### src/rtl/fetch_pc_stage.sv
// Instruction-fetch stage: program counter, next-PC selection from the EX branch
// control, instruction-memory read and the IF/ID pipeline register.
//
// state | meaning
// BOOT  | first cycle out of reset, no fetch issued
// RUN   | fetching; sequential, stalled or redirected
// HALT  | misaligned redirect target trapped, only reset leaves
module fetch_pc_stage #(
  parameter logic [31:0] RESET_ADDR = 32'h0000_0000
) (
  input  logic        i_clk,
  input  logic        i_rst_n,
  input  logic        i_stall,
  input  logic        i_ex_valid,
  input  logic [1:0]  i_pc_sel,
  input  logic [31:0] i_alu_target,
  input  logic [31:0] i_pc_imm,
  input  logic [31:0] i_imem_rdata,
  output logic [31:0] o_imem_raddr,
  output logic        o_imem_ren,
  output logic [31:0] o_if_pc,
  output logic [31:0] o_if_pc4,
  output logic [31:0] o_if_inst,
  output logic        o_if_valid,
  output logic        o_flush,
  output logic        o_trap,
  output logic [31:0] o_trap_pc
);

  typedef enum logic [1:0] {
    BOOT = 2'd0,
    RUN  = 2'd1,
    HALT = 2'd2
  } state_t;

  state_t      state;
  logic [31:0] pc;
  logic [31:0] pc_plus4;
  logic [31:0] target;
  logic        redirect;
  logic        misaligned;

  assign pc_plus4   = pc + 32'd4;
  assign redirect   = (state == RUN) && i_ex_valid && (i_pc_sel != 2'b11);
  // jalr-style targets drop bit 0; bit 1 set still means a misaligned fetch
  assign target     = i_pc_sel[0] ? i_pc_imm : (i_alu_target & ~32'h1);
  assign misaligned = (target[1:0] != 2'b00);

  assign o_imem_raddr = pc;
  assign o_imem_ren   = (state == RUN);
  assign o_flush      = redirect;

  always_ff @(posedge i_clk or negedge i_rst_n) begin
    if (!i_rst_n) begin
      state      <= BOOT;
      pc         <= RESET_ADDR;
      o_if_pc    <= 32'h0;
      o_if_pc4   <= 32'h0;
      o_if_inst  <= 32'h0;
      o_if_valid <= 1'b0;
      o_trap     <= 1'b0;
      o_trap_pc  <= 32'h0;
    end else begin
      case (state)
        BOOT: state <= RUN;
        RUN: begin
          if (redirect) begin
            o_if_valid <= 1'b0;
            if (misaligned) begin
              o_trap    <= 1'b1;
              o_trap_pc <= target;
              state     <= HALT;
            end else begin
              pc <= target;
            end
          end else if (!i_stall) begin
            o_if_pc    <= pc;
            o_if_pc4   <= pc_plus4;
            o_if_inst  <= i_imem_rdata;
            o_if_valid <= 1'b1;
            pc         <= pc_plus4;
          end
        end
        HALT: o_if_valid <= 1'b0;
        default: state <= HALT;
      endcase
    end
  end

endmodule

### config.mk
export PLATFORM = sky130hd
export DESIGN_NAME = fetch_pc_stage
export DESIGN_NICKNAME = d
export VERILOG_FILES = /design/src/rtl/fetch_pc_stage.sv
export SDC_FILE = /design/constraint.sdc
export NUM_CORES = 1
export LEC_CHECK = 0
export ABC_AREA = 0
export CAP_MARGIN = 20
export CORE_ASPECT_RATIO = 1.1
export CORE_MARGIN = 2
export CORE_UTILIZATION = 46
export DETAILED_ROUTE_END_ITERATION = 10
export GPL_ROUTABILITY_DRIVEN = 0
export PLACE_DENSITY = 0.8
export SYNTH_ARGS = -nofsm -noshare
export SYNTH_HDL_FRONTEND = slang
export SYNTH_SLANG_ARGS = --single-unit
### constraint.sdc
create_clock -name i_clk -period 5.38 [get_ports i_clk]
set_input_delay 1.076 -clock i_clk [delete_from_list [all_inputs] [get_ports i_clk]]
set_output_delay 1.076 -clock i_clk [all_outputs]
set_load 0.005 [all_outputs]
==> results.md <==
* Largest net degree at the start of global routing at 66
* Met2 global-route usage at 40.7%
* Crit path time final at 3.69 ns
* WL/cell at 17.7 microns
* Gr usage total at 26.2%
* Syn_nets at 936
* Pwr/cell area at 245 nW/um^2
* Commonest non-fill, non-tap cell in the layout: nand2_1
* Initial antenna violation count at 0
* Largest fanout on the critical path at 5
* Slew margin rel. at 34.1%
* Max rail drop VDD at 191 uV
* CP Capture Type: output port
* Syn Area/Cell at 9.04 sq um
* Cells after Synth at 830
* Commonest non-fill, non-tap cells in the layout: nand2_1, clkdlybuf4s50_1, dfrtp_1
* Hold WC Path Type: reg2reg
* Hold Fails Final Rpt at 0
* Fillers at 1297
* Share of cells above drive strength 1 at 5.29%
* Met1 Resource Use GR at 34.8%
* Die width at 126 microns
* Clock transition at the registers of the reported paths at 0.06 ns
* Most common flop cell mapped by yosys: dfrtp_1
* H-tree Lvls at 4
* Skew final at 0.0100 ns
* Power, Total at 0.00265 W
* Area grow syn2layout at 44.3%
* Total Neg Setup Slack at 0 ns
* Register bit count reported by yosys at 162
* RSZ-0062 raised after global routing: false
* CTS tree: done
* Grt met3 use at 8.68%
* Crit path buffers/inverters at 3
* Ys Warns at 0
* Post-CTS Setup Inserts at 0
* NetSw at 0.000592 W
* Unique masters post-synth at 56
* Worst-Margin Slew at 0.985 ns
* Worst-case clock buffer depth at 2
* Post-CTS sizing at 0
* Pre-CTS setup slack at 1.70 ns
* Sequential share of the synthesized area at 54.0%
* Vias per inst at 5.36
* Status: completed
* Final setup violation count at 0
* Fraction of registers with async set/reset at 100%
* Slew Viols, Final at 0
* DIE AREA at 17400 sq um
* Antenna diodes at 0
* Sequential share of power at 47.4%
* Num ports at 266
* CTS Sinks at 162
* Die Height at 138 microns
* Delay-heaviest family, CP: buffers and inverters
* Number of flops mapped to enable cells by yosys at 0
* Clock buffer count from CTS at 17
* Area share of the largest cell type after synthesis at 54.0%
* Port Buffers at 264
* Required time of the critical path at 4.30 ns
* Final-stage net count at 1171
* Slowest CP cell: clkdlybuf4s50_1
* F_max at 0.271 GHz
* Area contributors post-synth: dfrtp_1, nand2_1, o21ai_0, mux2i_1, clkbuf_1
* Global-route wire length before repair at 35400 microns
* ANT nets after route at 0
* Post-synth top area cell: dfrtp_1
* Crit path cell chain: clkdlybuf4s50_1 -> and2_1 -> nand2_2 -> inv_2 -> clkdlybuf4s50_1
* Busiest grt layer: met2
* Most used cell, CP: clkdlybuf4s50_1
* Pleak at 4.87 nW
* Iteration-0 DRC Markers at 477
* Detailed-placement wirelength estimate at 16300 microns
* Core ar. at 15900 sq um
* Int Pwr at 0.00206 W
* TritonRoute pass-1 iters at 7
* Sw frac at 22.3%
* Clock Power Share at 45.3%
* CP peak stage delay at 0.57 ns
* Hold_buf cts at 0
* Critical path type: in2out
* Post-route clock period utilization at 68.6%
* Setup WS post-layout at 1.69 ns
* Combinational share of power at 7.3%
* Total global routing overflow at 0
* Drt drc at 0
* Overall routed net length at 22600 microns
* Clk_lat worst skew at 0.43 ns
* Via count at 6842
* Number of global-route vias before repair at 6440
* CP arrival at 2.61 ns
* Mapped Area at 7500 sq um
* Number of max-cap violations at 0
* FP Rows at 48
* Root Buffer: clkbuf_16
* Initial core utilization at 47.3%
* Crit start category: input pin
==> worst paths after layout <==
kind	start	end	slack, ns	depth (start not counted)
setup / recovery	i_ex_valid	o_flush	1.69	5
hold / removal	o_if_pc[18]	o_if_pc[18]	0.47	2
setup reg to reg	state[1]	o_if_pc4[12]	2.58	8
hold reg to reg	o_if_pc[18]	o_if_pc[18]	0.47	2
max in group asynchronous	i_rst_n	o_trap_pc[28]	3.62	2
min in group asynchronous	i_rst_n	o_if_inst[27]	0.63	1
==> layer usage <==
metal / vias to the layer above / routed length (microns)
li1: 3253 / -
met1: 3254 / 9590
met2: 307 / 10500
met3: 28 / 2020
met4: 0 / 478
met5: - / 0
==> cell usage after synthesis, types with 3 or more instances <==
library cell and instances:
a21oi_1 25, a2bb2oi_1 10, a31oi_1 3, and2_1 5, and3_1 7, and4_1 3
buf_2 7, buf_4 5, clkbuf_1 45, dfrtp_1 162, ha_1 4, inv_1 13
mux2i_1 32, nand2_1 283, nand3_1 15, nand4_1 12, nor2_1 22, nor3_1 3
nor4_1 5, o211ai_1 4, o21ai_0 84, o21ai_1 3, o22a_1 3, o2bb2ai_1 5
or3_1 4, or4_1 4, xnor2_1 14, xor2_1 11
==> power groups by stage <==
stage	combinational [W]	sequential, W	clock (W)
2_1_floorplan	0.0000577	0.00127	0
3_3_place_gp	0.000193	0.00128	0
3_5_place_dp	0.000195	0.00128	0
4_1_cts	0.000196	0.00126	0.00122
5_1_grt	0.000211	0.00126	0.00128
6_report	0.000193	0.00126	0.00120
==> sequential cells by signal (all words and copies together), names as in the netlist <==
register and flops:
o_if_inst 32, o_if_pc 32, o_if_pc4 30, o_if_valid 1
o_imem_raddr 32, o_trap 1, o_trap_pc 32, state 2
==> per-stage QoR <==
step,instances,utilization [%],hold slack [ns],area (sq um)
4_1_cts,1277,68.3,0.473,10800
6_report,1277,68.3,0.471,10800
2_1_floorplan,830,-,0.456,7500
5_1_grt,1277,68.3,0.487,10800
3_3_place_gp,1246,64.7,0.452,10300
3_5_place_dp,1246,64.7,0.457,10300
==> worst min-delay path, cell delays in order, from the launching register on <==
cell and delay, ns:
dfrtp_1 0.34, nand2_1 0.05, nand2_1 0.05
==> cells by family after synthesis <==
group                    share of synthesized area [%]
AND/OR/NAND/NOR                                   21.1
flip-flops                                        54.0
AO/OA/AOI/OAI                                     12.7
buffers and inverters                             4.03
multiplexers                                      4.57
XOR/XNOR                                          2.92
adder cells (fa/ha/maj)                          0.667
==> cell type report <==
type	instances	area, sq um	area share (%)
multi-input cells	595	3180	29.3
flip-flops and latches	162	4050	37.4
clock inverters	11	139	1.28
clock buffers	20	437	4.03
repair buffers	275	2720	25.1
well taps	200	250	2.31
inverters	14	52.6	0.485
(Power assumes the default switching activity.)
